File: src/rtl/if_id_skid_reg_if.sv
// Fetch->decode handshake bundle. Signal names follow the pipeline-stage
// suffixes (F = fetch side, D = decode side) so waveforms line up with the core.
interface if_id_skid_reg_if #(
    parameter int IW    = 32,
    parameter int AW    = 32,
    parameter int CNT_W = 16
);
    logic             FlushD;
    logic             ValidF;
    logic             ReadyF;
    logic [IW-1:0]    InstrF;
    logic [AW-1:0]    PCPlus4F;
    logic             ValidD;
    logic             ReadyD;
    logic [IW-1:0]    InstrD;
    logic [AW-1:0]    PCPlus4D;
    logic [CNT_W-1:0] SquashCnt;

    modport master (
        output FlushD, ValidF, InstrF, PCPlus4F, ReadyD,
        input  ReadyF, ValidD, InstrD, PCPlus4D, SquashCnt
    );

    modport slave (
        input  FlushD, ValidF, InstrF, PCPlus4F, ReadyD,
        output ReadyF, ValidD, InstrD, PCPlus4D, SquashCnt
    );
endinterface

File: src/rtl/if_id_skid_reg.sv
// Fetch->decode pipeline register with a 2-entry skid buffer (OUT + SKID),
// registered ready towards fetch, flush with a saturating squash counter.
module if_id_skid_reg #(
    parameter int             IW        = 32,
    parameter int             AW        = 32,
    parameter logic [IW-1:0]  NOP_INSTR = '0,
    parameter int             CNT_W     = 16
) (
    input logic                 CLK,
    input logic                 rst_n,
    if_id_skid_reg_if.slave     bus
);
    localparam logic [CNT_W-1:0] CNT_MAX = '1;

    logic             out_valid, out_valid_n;
    logic [IW-1:0]    out_instr, out_instr_n;
    logic [AW-1:0]    out_pc, out_pc_n;
    logic             skid_valid, skid_valid_n;
    logic [IW-1:0]    skid_instr, skid_instr_n;
    logic [AW-1:0]    skid_pc, skid_pc_n;
    logic [CNT_W-1:0] cnt, cnt_n;

    logic             acc, pop;
    logic [1:0]       drops;
    logic [CNT_W+1:0] cnt_sum;

    // Ready is a pure function of state: no combinational path from ReadyD.
    assign acc = bus.ValidF & ~skid_valid;
    assign pop = out_valid & bus.ReadyD;

    assign drops   = {1'b0, out_valid & ~pop} + {1'b0, skid_valid} + {1'b0, acc};
    assign cnt_sum = {2'b00, cnt} + {{CNT_W{1'b0}}, drops};

    always_comb begin
        out_valid_n  = out_valid;
        out_instr_n  = out_instr;
        out_pc_n     = out_pc;
        skid_valid_n = skid_valid;
        skid_instr_n = skid_instr;
        skid_pc_n    = skid_pc;
        cnt_n        = cnt;

        if (bus.FlushD) begin
            out_valid_n  = 1'b0;
            out_instr_n  = NOP_INSTR;
            out_pc_n     = bus.PCPlus4F;
            skid_valid_n = 1'b0;
            cnt_n        = (cnt_sum > {2'b00, CNT_MAX}) ? CNT_MAX : cnt_sum[CNT_W-1:0];
        end else if (skid_valid) begin
            if (pop) begin
                out_instr_n  = skid_instr;
                out_pc_n     = skid_pc;
                skid_valid_n = 1'b0;
            end
        end else if (!out_valid || pop) begin
            if (acc) begin
                out_valid_n = 1'b1;
                out_instr_n = bus.InstrF;
                out_pc_n    = bus.PCPlus4F;
            end else if (pop) begin
                out_valid_n = 1'b0;
                out_instr_n = NOP_INSTR;
            end
        end else if (acc) begin
            // OUT is stalled: park the beat behind it so order is kept.
            skid_valid_n = 1'b1;
            skid_instr_n = bus.InstrF;
            skid_pc_n    = bus.PCPlus4F;
        end
    end

    always_ff @(posedge CLK or negedge rst_n) begin
        if (!rst_n) begin
            out_valid  <= 1'b0;
            out_instr  <= NOP_INSTR;
            out_pc     <= '0;
            skid_valid <= 1'b0;
            skid_instr <= NOP_INSTR;
            skid_pc    <= '0;
            cnt        <= '0;
        end else begin
            out_valid  <= out_valid_n;
            out_instr  <= out_instr_n;
            out_pc     <= out_pc_n;
            skid_valid <= skid_valid_n;
            skid_instr <= skid_instr_n;
            skid_pc    <= skid_pc_n;
            cnt        <= cnt_n;
        end
    end

    assign bus.ReadyF    = ~skid_valid;
    assign bus.ValidD    = out_valid;
    assign bus.InstrD    = out_instr;
    assign bus.PCPlus4D  = out_pc;
    assign bus.SquashCnt = cnt;
endmodule

File: src/flat_wrapper.sv
// flat-port wrapper written by rule: the top's interface ports become plain ports
module if_id_skid_reg_flat 
#(
    parameter int             IW        = 32,
    parameter int             AW        = 32,
    parameter logic [IW-1:0]  NOP_INSTR = '0,
    parameter int             CNT_W     = 16
)
  (CLK, rst_n, bus_FlushD, bus_ValidF, bus_InstrF, bus_PCPlus4F, bus_ReadyD, bus_ReadyF, bus_ValidD, bus_InstrD, bus_PCPlus4D, bus_SquashCnt);
  if_id_skid_reg_if #(.IW(IW), .AW(AW), .CNT_W(CNT_W)) bus_i ();
  input logic CLK;
  input logic rst_n;
  input wire logic [$bits(bus_i.FlushD)-1:0] bus_FlushD;
  input wire logic [$bits(bus_i.ValidF)-1:0] bus_ValidF;
  input wire logic [$bits(bus_i.InstrF)-1:0] bus_InstrF;
  input wire logic [$bits(bus_i.PCPlus4F)-1:0] bus_PCPlus4F;
  input wire logic [$bits(bus_i.ReadyD)-1:0] bus_ReadyD;
  output wire logic [$bits(bus_i.ReadyF)-1:0] bus_ReadyF;
  output wire logic [$bits(bus_i.ValidD)-1:0] bus_ValidD;
  output wire logic [$bits(bus_i.InstrD)-1:0] bus_InstrD;
  output wire logic [$bits(bus_i.PCPlus4D)-1:0] bus_PCPlus4D;
  output wire logic [$bits(bus_i.SquashCnt)-1:0] bus_SquashCnt;
  assign bus_i.FlushD = bus_FlushD;
  assign bus_i.ValidF = bus_ValidF;
  assign bus_i.InstrF = bus_InstrF;
  assign bus_i.PCPlus4F = bus_PCPlus4F;
  assign bus_i.ReadyD = bus_ReadyD;
  assign bus_ReadyF = bus_i.ReadyF;
  assign bus_ValidD = bus_i.ValidD;
  assign bus_InstrD = bus_i.InstrD;
  assign bus_PCPlus4D = bus_i.PCPlus4D;
  assign bus_SquashCnt = bus_i.SquashCnt;
  if_id_skid_reg #(.IW(IW), .AW(AW), .NOP_INSTR(NOP_INSTR), .CNT_W(CNT_W)) u_core (.CLK(CLK), .rst_n(rst_n), .bus(bus_i));
endmodule
File: config.mk
export PLATFORM = sky130hd
export DESIGN_NAME = if_id_skid_reg_flat
export DESIGN_NICKNAME = d
export VERILOG_FILES = /design/src/rtl/if_id_skid_reg_if.sv /design/src/rtl/if_id_skid_reg.sv /design/src/flat_wrapper.sv
export SDC_FILE = /design/constraint.sdc
export NUM_CORES = 1
export LEC_CHECK = 0
export ABC_AREA = 1
export CAP_MARGIN = 20
export CORE_AREA = 2 2 186 115
export DETAILED_ROUTE_END_ITERATION = 12
export DIE_AREA = 0 0 188 117
export PLACE_DENSITY = 0.55
export RECOVER_POWER = 25
export SETUP_SLACK_MARGIN = 0.1
export SYNTH_ARGS = -nofsm -noshare
export SYNTH_HDL_FRONTEND = slang
export SYNTH_SLANG_ARGS = --single-unit
File: constraint.sdc
create_clock -name CLK -period 7.4 [get_ports CLK]
set_clock_uncertainty 0.1 [all_clocks]
set_input_delay 1.48 -clock CLK [delete_from_list [all_inputs] [get_ports CLK]]
set_output_delay 1.48 -clock CLK [all_outputs]
set_load 0.02 [all_outputs]
==> flow_metrics.py <==
metrics = {
    "timing": {
        "rsz0062_at_grt": "no",
        "fin_crit_ns": 5.032,
        "worst_slack_ns": 2.368,
        "fin_tns_setup_ns": 0,
        "slew_viol_final": 66,
        "whs_ns": 0.3793,
        "timing.final.crit_share_pct": 68.00,
        "fmax_mhz": 198.7,
        "hold_violations": 0,
        "tightestPinTransition_ns": 3.501,
        "max_slew_margin_pct": -133.4,
        "final-setup-viol-count": 0,
    },
    "synth": {
        "ys_seq_elements": 146,
        "synth-seq-area-share_pct": 55.29,
        "synth_common_cells": "nand2_1 (231), dfrtp_1 (146), inv_1 (89), o21ai_0 (71), nor2_1 (43)",
        "synthArstFlopShare_pct": 100.0,
        "syn_nets": 850,
        "synth.distinct_cells": 30,
        "synth_flop_cell": "dfrtp_1",
        "synth.top_cell.area_share_pct": 55.29,
        "yosys_warnings": 0,
        "yosysMostFrequentCell": "nand2_1",
        "yosys.area.top_type": "dfrtp_1",
        "syn_avg_cell_area_um2": 8.504,
        "synthesis.area_mm2": 0.006608,
        "synth_cells": 777,
        "synth_edf_count": 0,
        "synthTopCellsByArea": "dfrtp_1 (55%), nand2_1 (13%), o21ai_0 (5.4%)",
    },
    "finish": {
        "fin_cells": 1201,
        "antennaDiodeCount": 0,
        "nets": 984,
        "fillers": 1994,
        "stdcell_area_mm2": 0.008886,
        "utilization_pct": 43.41,
        "drive_gt1_share_pct": 5.098,
        "multi_input_area_mm2": 0.002395,
        "area_growth_pct": 34.48,
        "seq_area_mm2": 0.003654,
    },
    "place": {
        "port_buffers": 150,
        "place.gp.congestion": 0.7407,
        "post_dp_cell_area_mm2": 0.008264,
        "post-dp-hpwl_um": 11250,
        "placed_cells": 1168,
        "pre_cts_ws_ns": 2.570,
    },
    "power": {
        "ir_drop_uv": 163.8,
        "power-per-cell-area_mw_per_mm2": 278.1,
        "power.leakage_nw": 4.087,
        "p_total_mw": 2.471,
    },
    "floorplanning": {
        "num_rows": 41,
        "die-width_um": 188,
        "coreArea_mm2": 0.02047,
        "start_util_pct": 32.28,
        "dieArea_mm2": 0.02200,
        "die_h_um": 117,
        "ios": 151,
    },
    "critical_path": {
        "critPathMaxStageDelay_ns": 2.53,
        "crit_buf_inv": 2,
        "crit_fanout": 82,
        "worst-setup-path-type": "primary input to asynchronous set/reset pin",
        "critical-path-slowest-cell": "clkbuf_1",
        "worstSetupEndpointType": "asynchronous set/reset pin",
        "path_delay_family": "buffers and inverters",
        "crit_path_cell_trace": "buf_6 > clkbuf_1",
        "arrival_ns": 4.66,
        "worstSetupStartpointType": "primary input",
        "critPathRequiredTime_ns": 7.02,
    },
    "clock_tree": {
        "cts_root_buf": "clkbuf_16",
        "cts_resized": 0,
        "cts_buffers": 17,
        "cts_max_path_buffers": 2,
        "cts_htree_levels": 4,
        "clk_pin_slew_worst_paths_ns": 0.06,
        "clkSinkCount": 146,
        "clock_latency_ns": 0.42,
        "cts_tree": "built",
        "cts_setup_buffers": 0,
        "hold_buffers": 0,
    },
    "status": {
        "status": "complete, but fails checks",
        "violations": "max-capacitance violations, max-slew violations",
    },
    "route": {
        "initialDrtViolationCount": 478,
        "vias_per_cell": 4.481,
        "ant_nets": 0,
        "first_pass_iters": 6,
        "num_vias": 5382,
        "drt-total-wl_um": 16860,
        "drc_errors": 0,
        "routedWlPerCell_um": 14.04,
    },
    "global_route": {
        "grt_usage_pct": 15.84,
        "grt_pass1_vias": 4961,
        "grt_overflow": 0,
        "grt_pass1_wl_um": 26880,
        "grt_max_degree": 83,
        "antenna_found_initial": 0,
    },
    "run": {
        "drv_cap": 1,
    },
    "min_path": {
        "min_path_type": "flop to flop",
    },
}
-- state kept, by name, indices dropped and copies added (netlist names) --
| register | count |
|---|---|
| u_core.bus.SquashCnt | 16 |
| u_core.bus.ValidD | 1 |
| u_core.bus.InstrD | 32 |
| u_core.skid_instr | 32 |
| u_core.skid_valid | 1 |
| u_core.bus.PCPlus4D | 32 |
| u_core.skid_pc | 32 |
-- cell type report --
class                      count  share of cell area, %
clock buffer                  26                  5.731
multi-input combinational    498                  26.95
sequential                   146                  41.12
tap                          279                  3.928
clock inverter                 4                 0.5491
inverter                      93                  3.928
timing repair buffer         155                  17.80
-- path summary, 6_finish.rpt --
| path | slack [ns] | startpoint | to | depth (start not counted) |
|---|---|---|---|---|
| hold / removal | 0.38 | u_core.bus.InstrD[16] | u_core.bus.InstrD[16] | 2 |
| hold reg to reg | 0.38 | u_core.bus.InstrD[16] | u_core.bus.InstrD[16] | 2 |
| min in group asynchronous | 1.00 | rst_n | u_core.bus.PCPlus4D[15] | 1 |
| setup / recovery | 2.37 | rst_n | u_core.skid_pc[16] | 2 |
| max in group CLK | 3.03 | bus_FlushD | u_core.skid_pc[13] | 7 |
| setup reg to reg | 4.23 | u_core.bus.ValidD | u_core.bus.SquashCnt[4] | 11 |
-- metal layers --
| layer | routed length, um | global-route usage, % |
|---|---|---|
| met1 | 9560 | 25.44 |
| met2 | 6249 | 19.58 |
| met3 | 850 | 4.413 |
| met4 | 201 | 5.249 |
| met5 | 0 | 0 |
-- power by group --
group          switching [mW]  leakage, nW  internal (mW)
sequential              0.103         1.79          0.982
clock                   0.322        0.276          0.503
combinational           0.308         2.02          0.252
total                   0.733         4.09           1.74
-- cell usage in the layout (no fill, tap or decap), drive strengths merged, types with 25 or more instances in the layout --
| cell | netlist | routed |
|---|---|---|
| nor2 | 47 | 47 |
| clkbuf | 9 | 27 |
| nand2 | 235 | 235 |
| inv | 92 | 92 |
| nand3 | 25 | 25 |
| dfrtp | 146 | 146 |
| o21a | 32 | 32 |
| a21oi | 32 | 32 |
| o21ai | 72 | 72 |
| clkdlybuf4s50 | 0 | 149 |
| o22ai | 33 | 33 |
-- kinds of logic after synthesis --
family | synth area share, %
compound gates | 14.81
xor+xnor | 0.3977
fa+ha+maj | 0.8711
buf+inv | 8.540
flops | 55.29
simple gates | 20.09
Note: power is estimated with default switching activity, not from simulation.
